==> src/rtl/pc_gen.sv <==
// Fetch program-counter generator: boot delay, sequential advance, redirects latched across stalls.
// Optional MISALIGN_TRAP_EN: misaligned redirect targets are replaced by TRAP_VEC and flagged.
module pc_gen #(
    parameter logic [31:0] RESET_PC   = 32'h0000_0000,
    parameter int          BOOT_DELAY = 4,
    parameter logic [31:0] TRAP_VEC   = 32'h0000_0100
) (
    input  logic        clk,
    input  logic        rst,
    input  logic        stall_i,
    input  logic        br_i,
    input  logic [31:0] br_addr_i,
    output logic [31:0] pc_o,
    output logic        ce_o,
    output logic        br_o,
    output logic        pend_o,
    output logic        misalign_o
);

`ifdef MISALIGN_TRAP_EN
    localparam bit TRAP_EN = 1'b1;
`else
    localparam bit TRAP_EN = 1'b0;
`endif

    typedef enum logic [1:0] {BOOT, RUN, HOLD} state_t;

    state_t      state, state_n;
    logic [15:0] cnt, cnt_n;
    logic [31:0] pc_n, tgt, tgt_n;
    logic        ce_n, br_n, pend_n, mis_n, pmis, pmis_n;
    logic [31:0] in_tgt;
    logic        in_mis;

    // Incoming target with low bits cleared; misalignment only matters when trapping.
    assign in_tgt = {br_addr_i[31:2], 2'b00};
    assign in_mis = TRAP_EN && (br_addr_i[1:0] != 2'b00);

    always_comb begin
        state_n = state;
        cnt_n   = cnt;
        pc_n    = pc_o;
        ce_n    = ce_o;
        br_n    = 1'b0;
        mis_n   = 1'b0;
        pend_n  = pend_o;
        tgt_n   = tgt;
        pmis_n  = pmis;
        case (state)
            BOOT: begin
                cnt_n = cnt + 16'd1;
                if (BOOT_DELAY <= 1 || cnt == 16'(BOOT_DELAY - 1)) begin
                    state_n = RUN;
                    ce_n    = 1'b1;
                end
            end
            RUN: begin
                if (!stall_i) begin
                    if (br_i) begin
                        pc_n  = in_mis ? TRAP_VEC : in_tgt;
                        br_n  = 1'b1;
                        mis_n = in_mis;
                    end else begin
                        pc_n = pc_o + 32'd4;
                    end
                end else begin
                    state_n = HOLD;
                    if (br_i) begin
                        pend_n = 1'b1;
                        tgt_n  = in_tgt;
                        pmis_n = in_mis;
                    end
                end
            end
            HOLD: begin
                if (!stall_i) begin
                    state_n = RUN;
                    pend_n  = 1'b0;
                    if (br_i) begin
                        pc_n  = in_mis ? TRAP_VEC : in_tgt;
                        br_n  = 1'b1;
                        mis_n = in_mis;
                    end else if (pend_o) begin
                        pc_n  = pmis ? TRAP_VEC : tgt;
                        br_n  = 1'b1;
                        mis_n = pmis;
                    end else begin
                        pc_n = pc_o + 32'd4;
                    end
                end else if (br_i) begin
                    // Newest redirect wins while stalled.
                    pend_n = 1'b1;
                    tgt_n  = in_tgt;
                    pmis_n = in_mis;
                end
            end
            default: state_n = BOOT;
        endcase
    end

    always_ff @(posedge clk) begin
        if (!rst) begin
            state      <= BOOT;
            cnt        <= 16'd0;
            pc_o       <= RESET_PC;
            ce_o       <= 1'b0;
            br_o       <= 1'b0;
            pend_o     <= 1'b0;
            tgt        <= 32'd0;
            pmis       <= 1'b0;
            misalign_o <= 1'b0;
        end else begin
            state      <= state_n;
            cnt        <= cnt_n;
            pc_o       <= pc_n;
            ce_o       <= ce_n;
            br_o       <= br_n;
            pend_o     <= pend_n;
            tgt        <= tgt_n;
            pmis       <= pmis_n;
            misalign_o <= mis_n;
        end
    end

endmodule

==> config.mk <==
export PLATFORM = sky130hd
export DESIGN_NAME = pc_gen
export DESIGN_NICKNAME = d
export VERILOG_FILES = /design/src/rtl/pc_gen.sv
export SDC_FILE = /design/constraint.sdc
export NUM_CORES = 1
export LEC_CHECK = 0
export ABC_AREA = 0
export BUFFER_PORTS_ARGS = -buffer_cell sky130_fd_sc_hd__buf_2
export CAP_MARGIN = 20
export CORE_ASPECT_RATIO = 0.75
export CORE_MARGIN = 10
export CORE_UTILIZATION = 40
export DETAILED_ROUTE_END_ITERATION = 10
export HOLD_SLACK_MARGIN = 0.03
export PLACE_DENSITY_LB_ADDON = 0.25
export RECOVER_POWER = 50
export SKIP_LAST_GASP = 1
export SYNTH_ARGS = -nofsm -noshare
export SYNTH_HDL_FRONTEND = slang
export SYNTH_SLANG_ARGS = --single-unit
==> constraint.sdc <==
create_clock -name clk -period 3.2 [get_ports clk]
set_input_delay 0.16 -clock clk [delete_from_list [all_inputs] [get_ports clk]]
set_output_delay 0.16 -clock clk [all_outputs]
set_load 0.03 [all_outputs]
==> results of run 1 <==
[cell type report]
class,instances,area (um^2)
clock buffer,11,242.7
tap,136,170.2
clock inverter,3,42.54
inverter,5,18.77
sequential,81,1622
timing repair buffer,75,352.8
fill,1058,5449
multi-input combinational,453,2552
[critical path: stages (launching register included)]
cell and delay, ns:
dfxtp_1 0.35, inv_1 0.08, ha_1 0.33, nand3_1 0.09
clkbuf_1 1.14, nand2_1 0.13, a21oi_1 0.19
[cells by family (layout without fill, tap and decap cells)]
family / Yosys count / in the layout / share of synthesized area [%]
buffers and inverters: 49 / 94 / 4.533
other: 1 / 3 / 0.08600
XOR/XNOR: 18 / 18 / 3.615
AO/OA/AOI/OAI: 173 / 173 / 23.87
adder cells (fa/ha/maj): 5 / 5 / 1.435
flip-flops: 81 / 81 / 37.19
AND/OR/NAND/NOR: 248 / 248 / 27.86
multiplexers: 6 / 6 / 1.406
[sequential cells by signal, summed over array words and instances, names as in the netlist]
register	flops
pend_o	1
cnt	16
state	2
ce_o	1
tgt	30
br_o	1
pc_o	30
[where the power goes]
group	leakage [nW]	internal (mW)	switching, mW
registers	0.655	1.09	0.0989
clock network	0.137	0.616	0.399
logic	0.963	0.199	0.408
total	1.76	1.91	0.906
[per-stage QoR]
stage	std cells	setup slack (ns)
after CTS	764	0.8818
after floorplan	583	1.052
final	764	0.7911
after global placement	750	0.9754
after detailed placement	750	0.9006
after global routing	764	0.6003
[cells in the mapped netlist (6+ instances only)]
cell type  number
dfxtp_1        81
nor3b_1         7
nand2_1       106
and4_1          9
xnor2_1         6
nor3_1         12
a21oi_1        76
a211oi_1        8
clkbuf_1       36
a311oi_1        9
and3_1         19
a22oi_1         6
nand4_1         8
o21ai_0        39
xor2_1         12
nor2b_1        11
nor2_1         35
nand3_1        22
[final timing paths]
kind	from	end	slack (ns)	depth (start not counted)
min reg2reg	tgt[22]	tgt[22]	0.45	2
max	state[0]	tgt[6]	0.79	6
max reg2reg	state[0]	tgt[6]	0.79	6
min	br_addr_i[15]	tgt[15]	0.07	3
[routing by layer]
metal  up-vias  part of all wire (%)
li1       2170                     -
met1      2043                    49
met2       182                    42
met3        11                   8.4
met4         0                  0.69
met5         -                     0
==> summary.md, run 1 <==
| Metric | Value |
|---|---|
| Outcome | finished, violations left |
| Violated checks | max-capacitance violations, max-slew violations |
| Max Cap Viol | 1 |
| Via density | 5.767 |
| Post-CTS Setup Inserts | 0 |
| Post-Syn Area | roughly 4400 um^2 |
| Final-report setup violation count | 0 |
| Synthesis warning total | 0 |
| Pwr Total | ~2.8 mW |
| Layout cell share with drive strength beyond 1 | 9.713% |
| Synth area leaders | dfxtp_1 (37%), nand2_1 (9.1%), a21oi_1 (8.7%) |
| DRC viols | 0 |
| EDFF count, synth | 0 |
| ANT nets after route | 0 |
| CTS tree | done |
| Met1 Use GR | between 20% and 30% |
| Most frequent cells in the layout | nand2_1 (106), dfxtp_1 (81), a21oi_1 (76), o21ai_0 (39) |
| Num Clock Sinks | around 80 |
| Post-layout util | a little under half |
| Setup CP Type | flop to flop |
| FFs w/ async S/R, synth | 0% |
| CTS Root Cell | clkbuf_16 |
| WHS | roughly 0.074 ns |
| Routed WL | ~14 mm |
| Drt first pass iters | 6 |
| Routed WL per cell | approximately 18 um |
| Relative slew slack | -5.013% |
| Setup TNS | 0 ns |
| HP Class | input pin to flop |
| Final-stage net count | ~670 |
| Setup Skew | roughly 0.0045 ns |
| Core area | around 10000 um^2 |
| Most Crowded Layer GR | met1 |
| Antenna cells | 0 |
| Max Freq | between 400 and 500 MHz |
| Post_cts resized | 0 |
| Clk buf depth | 2 |
| DR iter-0 viols | 461 |
| Largest area contributor in the netlist | dfxtp_1 |
| DP HPWL | 9.483 mm |
| Die Y-Extent | approximately 110 um |
| Row Count | 32 |
| Flops & latches, synth | between 80 and 90 |
| Gr usage total | between 15 and 20% |
| Hold Buf Count CTS | 0 |
| CP endpoint kind | flop |
| Avg Inst Size Synth | 7.505 um^2 |
| Min Clock Period, post-route | 2.409 ns |
| Crit path launch type | flop |
| Most used DFF post-synth | dfxtp_1 |
| Fin crit share | between 70% and 80% |
| Post-synth top area share | between 30 and 40% |
| Met3 usage | under 10% |
| CP max FO | 30 |
| Worst Tran Pin Value | ~1.6 ns |
| Die area | about 16000 um^2 |
| Largest net degree at the start of global routing | between 40 and 50 |
| Clk_lat worst skew | about 0.33 ns |
| Register area share after synthesis | around 37% |
| Arrival @ worst endpoint | 2.67 ns |
| Clock transition at path regs | 0.06 ns |
| Gr ovfl total | 0 |
| Placed instance area | ~4800 um^2 |
| Global-route wire length before repair | roughly 22 mm |
| Clock H-tree levels | 3 |
| P&R area growth vs syn | 14.69% |
| TritonCTS buffer count | 9 |
| RSZ-0062 raised after global routing | no |
| Design Area, Final | roughly 5000 um^2 |
| P_leak | 1.755 nW |
| Commonest non-fill, non-tap cell in the layout | nand2_1 |
| Port bufs | 66 |
| Initial core utilization | 41.73% |
| Post-Syn Instances | between 500 and 600 |
| Chip Width | ~140 um |
| Initial antenna violation count | 0 |
| RD Place Congestion | approximately 0.85 |
| Peak VDD IR | about 0.25 mV |
| Vias in the first global route | between 4000 and 5000 |
| Top-level I/O count | 72 |
| Final Hold Fails | 0 |
| Max-slew violation total from the final report | 31 |
| Total number of vias | about 4400 |
| PwrDens | 563.0 nW/um^2 |
| Worst path required time | between 3 and 4 ns |
| Met2 Track Usage GR | a little under a quarter |
| Unique masters post-synth | a little under 60 |
Note: power is estimated with default switching activity, not from simulation.
==> run 2, diff against run 1 <==
--- a/config.mk
+++ b/config.mk
@@ -5,7 +5,7 @@
 export SDC_FILE = /design/constraint.sdc
 export NUM_CORES = 1
 export LEC_CHECK = 0
-export ABC_AREA = 0
+export ABC_AREA = 1
 export BUFFER_PORTS_ARGS = -buffer_cell sky130_fd_sc_hd__buf_2
 export CAP_MARGIN = 20
 export CORE_ASPECT_RATIO = 0.75
==> constraint.sdc (replaced) <==
create_clock -name clk -period 2 [get_ports clk]
set_input_delay 0.1 -clock clk [delete_from_list [all_inputs] [get_ports clk]]
set_output_delay 0.1 -clock clk [all_outputs]
set_load 0.03 [all_outputs]
==> run 2 against run 1 <==
Compared with the run above:
- the flow now finishes without violations
- flip-flop and latch count unchanged
- clock power up 67%
- total power rose by 69%
- combinational power is 81% higher
- fmax rose by 32%
- synthesized area up 8.9%
- clock skew up 0.0014 ns
- first-iteration DRC count decreased by 41%
- critical path type unchanged
==> summary.md, run 2 <==
| Metric | Value |
|---|---|
| Dpl ws | 0.1752 ns (-0.7254 ns) |
| CTS Root Cell | clkbuf_16 |
| Synth Area in Compound Gates | 18.77% (-5.1 points) |
| Commonest cells post-synth | nand2_1 (181), nor2_1 (108), dfxtp_1 (81) |
| Die area | 16670 um^2 (+7.4%) |
| Worst Slack Setup Final | 0.1683 ns (-0.6228 ns) |
| Most used DFF post-synth | dfxtp_1 |
| Outcome | completed |
| Drt first pass iters | 5 (-1) |
| Max Freq | 545.9 MHz (+32%) |
| Post-Syn Area | 4747 um^2 (+8.9%) |
| Flops & latches, synth | 81 (unchanged) |
| Clk_lat worst skew | 0.34 ns (about the same) |
| Synth area leaders | dfxtp_1 (34%), nand2_1 (14%), nor2_1 (8.5%) |
| Routed WL | 13.31 mm (-1.7%) |
| RD Place Congestion | 0.9043 (+6.5%) |
| Num Clock Sinks | 81 (unchanged) |
| CP endpoint kind | flop |
| DRC viols | 0 (unchanged) |
| Relative slew slack | 61.19% (+66 points) |
| Setup CP Type | flop to flop |
| Largest net degree at the start of global routing | 61 (+42%) |
| TritonCTS buffer count | 9 (unchanged) |
| Die Y-Extent | 114.3 um (+3.6%) |
| Top-count cell post-synth | nand2_1 |
| Setup TNS | 0 ns (unchanged) |
| Initial core utilization | 40.87% (-0.85 points) |
| Post-synth top area share | 34.16% (-3.0 points) |
| Largest family of logic cells by synthesized area | simple AND/OR/NAND/NOR gates |
| WHS | 0.05428 ns (-0.01928 ns) |
| Layout cell share with drive strength beyond 1 | 12.10% (+2.4 points) |
| Total number of vias | 4803 (+9.0%) |
| Max Cap Viol | 0 (-1) |
| Avg Inst Size Synth | 6.296 um^2 (-16%) |
| HP Class | input pin to flop |
| Min Clock Period, post-route | 1.832 ns (-0.5772 ns) |
| P&R area growth vs syn | 16.82% |
| Reg2reg start | state[0] |
| DP HPWL | 9.602 mm (+1.3%) |
| Vias in the first global route | 4406 (+9.0%) |
| DR iter-0 viols | 272 (-41%) |
| CP max FO | 11 (-63%) |
| Gr usage total | 15.72% (-0.95 points) |
| Register area share after synthesis | 34.16% (-3.0 points) |
| ANT nets after route | 0 (unchanged) |
| Post-Layout Cell Count | 980 (+28%) |
| Row Count | 34 (+6.3%) |
| Final-report setup violation count | 0 (unchanged) |
| Most frequent cells in the layout | nand2_1 (182), nor2_1 (106), dfxtp_1 (81), a21oi_1 (79), inv_1 (78) |
| Reg2reg end | pc_o[7] |
| Largest area contributor in the netlist | dfxtp_1 |
| EDFF count, synth | 0 (unchanged) |
| Min-delay src | br_addr_i[19] |
| Post-Synth Simple-Gate Area | 35.16% (+7.3 points) |
| FF-to-FF setup slack | 0.17 ns (-0.62 ns) |
| Worst path required time | 2.27 ns (-1.19 ns) |
| Worst Tran Pin Value | 0.5821 ns (-0.9931 ns) |
| # fillers | 1279 (+21%) |
| PwrDens | 856.6 nW/um^2 (+52%) |
| Post-synthesis mux area share | 0% (-1.4 points) |
| Top-level I/O count | 72 (unchanged) |
| FFs w/ async S/R, synth | 0% (unchanged) |
| Peak VDD IR | 0.4029 mV (+60%) |
| Routed WL per cell | 13.58 um (-23%) |
| Max-slew violation total from the final report | 0 (-100%) |
| Crit path launch type | flop |
| Initial antenna violation count | 0 (unchanged) |
| Final-stage net count | 855 (+28%) |
| R2R cell count | 8 (+2) |
| Via density | 4.901 (-15%) |
| Setup Skew | 0.005822 ns (+0.001351 ns) |
| Port bufs | 66 (unchanged) |
| Post-Syn Instances | 754 (+30%) |
| Synth Area in XOR/XNOR | 0.7380% (-2.9 points) |
| Worst hold path stage count | 3 (unchanged) |
| Clock H-tree levels | 3 (unchanged) |
| P_leak | 2.018 nW (+15%) |
| Chip Width | 145.8 um (+3.7%) |
| Core area | 11610 um^2 (+11%) |
| Hold Buf Count CTS | 0 (unchanged) |
| Final Hold Fails | 0 (unchanged) |
| CTS tree | done |
| Placed instance area | 5298 um^2 (+11%) |
| Antenna cells | 0 (unchanged) |
| Clk buf depth | 2 (unchanged) |
| Design Area, Final | 5545 um^2 (+11%) |
| Gr ovfl total | 0 (unchanged) |
| Fin crit share | 91.59% (+16 points) |
| Min-Delay Endpoint | tgt[19] |
| Biggest regs | pc_o (30), tgt (30), cnt (16) |
| Global-route wire length before repair | 21.87 mm (+1.2%) |
| Synthesis warning total | 0 (unchanged) |
| Unique masters post-synth | 36 (-38%) |
| Clock transition at path regs | 0.07 ns (about the same) |
| Arrival @ worst endpoint | 2.11 ns (-0.56 ns) |
| RSZ-0062 raised after global routing | no |
| Post-Place Cells | 965 (+29%) |
| Adder-cell share of the synthesized area | 1.318% (-0.12 points) |
| Commonest non-fill, non-tap cell in the layout | nand2_1 |
run 2: cell count changes after synthesis, moves of 9 or more:
cell	change
a311oi_1	-9
and3_1	-19
and4_1	-9
clkbuf_1	-9
inv_1	+74
nand2_1	+75
nand2_2	+9
nand3_1	+13
nor2_1	+73
nor2b_1	-11
o21ai_0	+21
xor2_1	-9
run 2: cell families (layout without fill, tap and decap cells):
group,after synthesis,after routing
compound gates,165,165
xor+xnor,4,4
fa+ha+maj,5,5
buf+inv,118,180
flops,81,81
other cells,1,3
simple gates,380,380
run 2: metal layers:
layer | global-route usage, % | routed length (um)
met1 | 22.14 | 6979
met2 | 22.97 | 5325
met3 | 4.581 | 880
met4 | 3.763 | 124
met5 | 0 | 0
run 2: worst max path at each step:
stage | start | endpoint | slack, ns | depth (start not counted)
after floorplan | pc_o[2] | pc_o[26] | 0.27 | 10
after global placement | state[0] | cnt[14] | 0.21 | 11
after detailed placement | state[1] | cnt[14] | 0.18 | 11
after CTS | state[0] | pc_o[7] | 0.16 | 8
after global routing | state[1] | cnt[14] | 0.01 | 11
final | state[0] | pc_o[7] | 0.17 | 8
run 2: cell type report:
class | instances | area, um^2 | share of cell area [%]
clock inverters | 5 | 63.81 | 1.151
multi-input cells | 557 | 2676 | 48.26
flip-flops and latches | 81 | 1622 | 29.24
inverters | 83 | 311.5 | 5.618
well taps | 162 | 202.7 | 3.655
repair buffers | 82 | 430.4 | 7.762
clock buffers | 10 | 239.0 | 4.310
run 2: metrics by stage:
| stage | util, % | total power, mW |
|---|---|---|
| after CTS | 48.22 | 4.828 |
| after floorplan | - | 2.771 |
| final | 47.75 | 4.750 |
| after global placement | 45.62 | 3.116 |
| after global routing | 47.75 | 5.009 |
| after detailed placement | 45.62 | 3.126 |
run 2: critical path: stages, from the launching register on:
cell	delay (ns)
dfxtp_1	0.33
inv_1	0.07
ha_1	0.25
nand2_1	0.16
clkinv_1	0.27
buf_4	0.28
o21bai_1	0.16
o211ai_1	0.10
a21oi_1	0.14
run 2: where the power goes:
part / internal [mW] / switching (mW)
Clock: 1.01 / 0.690
Sequential: 1.80 / 0.159
Combinational: 0.355 / 0.742
Total: 3.16 / 1.59
run 2: timing repair:
item / CTS / global route
setup endpoints to repair: 0 / 5
buffers inserted: 0 / 0
resized for setup: 0 / 2
==> run 3, diff against run 2 <==
--- a/config.mk
+++ b/config.mk
@@ -14,7 +14,6 @@
 export DETAILED_ROUTE_END_ITERATION = 10
 export HOLD_SLACK_MARGIN = 0.03
 export PLACE_DENSITY_LB_ADDON = 0.25
-export RECOVER_POWER = 50
 export SKIP_LAST_GASP = 1
 export SYNTH_ARGS = -nofsm -noshare
 export SYNTH_HDL_FRONTEND = slang
==> run 3 against run 2 <==
Compared with the run above:
- flip-flop and latch count did not move
- sequential power barely moved
- non-clock buffer count stayed put
- global-route usage is the same
- final area is 1.1% higher
- first-iteration DRC count is 6.6% lower
- register-to-register slack about the same
- count of clock-buffer cells in the layout unchanged
- via count rose by 0.58%
- critical endpoint unchanged
- critical path type unchanged
- wire length shrank 0.27%
- clock skew increased by 0.00056 ns
- combinational power hardly changed
==> summary.md, run 3 (synthesis gave the netlist of run 2 again) <==
| Metric | Value |
|---|---|
| Outcome | completed |
| Drt first pass iters | 4 (-1) |
| P_leak | 2.170 nW (+7.6%) |
| P&R area growth vs syn | 18.08% |
| Gr usage total | 15.72% (unchanged) |
| Biggest regs | pc_o (30), tgt (30), cnt (16) |
| Antenna cells | 0 (unchanged) |
| Setup CP Type | flop to flop |
| Chip Width | 145.8 um (unchanged) |
| Layout cell share with drive strength beyond 1 | 16.38% (+4.3 points) |
| Most frequent cells in the layout | nand2_1 (181), nor2_1 (106), dfxtp_1 (81), a21oi_1 (79), inv_1 (78) |
| Post-CTS Setup Inserts | 0 (unchanged) |
| Pwr Total | 4.785 mW (+0.74%) |
| Clk_lat worst skew | 0.34 ns (about the same) |
| Slowest cell on crit path | dfxtp_1 |
| Initial core utilization | 40.87% (unchanged) |
| DP HPWL | 9.602 mm (unchanged) |
| Reg area | 1622 um^2 (unchanged) |
| Setup Skew | 0.006383 ns (+0.0005602 ns) |
| Num Clock Sinks | 81 (unchanged) |
| Final Hold Fails | 0 (unchanged) |
| Min Clock Period, post-route | 1.837 ns (+0.005362 ns) |
| Vias in the first global route | 4406 (unchanged) |
| Max Freq | 544.3 MHz (-0.29%) |
| Max Cap Viol | 0 (unchanged) |
| Routed WL per cell | 13.54 um (-0.27%) |
| Initial antenna violation count | 0 (unchanged) |
| Final-report setup violation count | 0 (unchanged) |
| Global-route wire length before repair | 21.87 mm (unchanged) |
| Clock H-tree levels | 3 (unchanged) |
| Core area | 11610 um^2 (unchanged) |
| RD Place Congestion | 0.9043 (unchanged) |
| # fillers | 1263 (-1.3%) |
| TritonCTS buffer count | 9 (unchanged) |
| Worst path required time | 2.27 ns (about the same) |
| Gr ovfl total | 0 (unchanged) |
| Routed WL | 13.27 mm (-0.27%) |
| Commonest non-fill, non-tap cell in the layout | nand2_1 |
| WHS | 0.05535 ns (+0.001079 ns) |
| HP Class | input pin to flop |
| PwrDens | 853.7 nW/um^2 (-0.34%) |
| CP endpoint kind | flop |
| Post_cts resized | 0 (unchanged) |
| Fin crit share | 91.86% (+0.27 points) |
| DR iter-0 viols | 254 (-6.6%) |
| Hold Buf Count CTS | 0 (unchanged) |
| CTS Root Cell | clkbuf_16 |
| Arrival @ worst endpoint | 2.11 ns (about the same) |
| Die Y-Extent | 114.3 um (unchanged) |
| DRC viols | 0 (unchanged) |
| CP Cell Sequence | inv_1, ha_1, nand2_1, clkinv_1, buf_4, o21bai_1, o211ai_1, a21oi_1 |
| Multi-input combinational cell area | 2679 um^2 (about the same) |
| Row Count | 34 (unchanged) |
| Via density | 4.930 (+0.58%) |
| Final-stage net count | 855 (unchanged) |
| CTS tree | done |
| Top-level I/O count | 72 (unchanged) |
| CP max FO | 11 (unchanged) |
| Crit path launch type | flop |
| Clock transition at path regs | 0.07 ns (about the same) |
| Largest net degree at the start of global routing | 61 (unchanged) |
| Die area | 16670 um^2 (unchanged) |
| Peak VDD IR | 0.4048 mV (+0.47%) |
| Largest stage delay, worst path | 0.33 ns (about the same) |
| ANT nets after route | 0 (unchanged) |
| Total number of vias | 4831 (+0.58%) |
| Max-slew violation total from the final report | 0 (unchanged) |
| Port bufs | 66 (unchanged) |
| Clk buf depth | 2 (unchanged) |
run 3: area by class of cell:
class                   instances  area share (%)
well taps                     162           3.616
inverters                      83           5.558
flip-flops and latches         81           28.93
clock buffers                  10           4.263
repair buffers                 82           8.705
clock inverters                 5           1.138
multi-input cells             557           47.79
run 3: worst paths after layout:
path,depth (start not counted),slack (ns),to,from
setup reg to reg,8,0.16,pc_o[7],state[0]
setup / recovery,8,0.16,pc_o[7],state[0]
hold reg to reg,2,0.45,tgt[15],tgt[15]
hold / removal,3,0.06,tgt[19],br_addr_i[19]
run 3: critical path, delay by kind of cell (launching register included):
kind	cells	cell delay, ns
buffers and inverters	3	0.63
adders and majority gates	1	0.25
and+or+nand+nor	1	0.16
DFF	1	0.33
AOI/OAI and AO/OA	3	0.41
run 3: metal layers:
layer  global-route usage (%)  share of wire (%)  vias to the layer above
met5                        0                  0                        -
met4                    3.763               0.81                        0
met3                    4.581                7.2                       10
met2                    22.97                 40                      119
met1                    22.14                 52                     2150
li1                         -                  -                     2552
run 3: stage by stage:
step	TNS, ns	cells	worst slack (ns)	util, %	area [um^2]
global placement	0	965	0.2121	45.62	5298
detailed placement	0	965	0.1752	45.62	5298
floorplan	0	756	0.2709	-	4755
global route	-0.008124	980	-0.008124	48.27	5605
CTS	0	980	0.1615	48.22	5600
finish	0	980	0.1629	48.27	5605
run 3: power breakdown:
part           internal [mW]  switching, mW
registers               1.80          0.158
clock network           1.01          0.689
logic                  0.391          0.743
total                   3.20           1.59
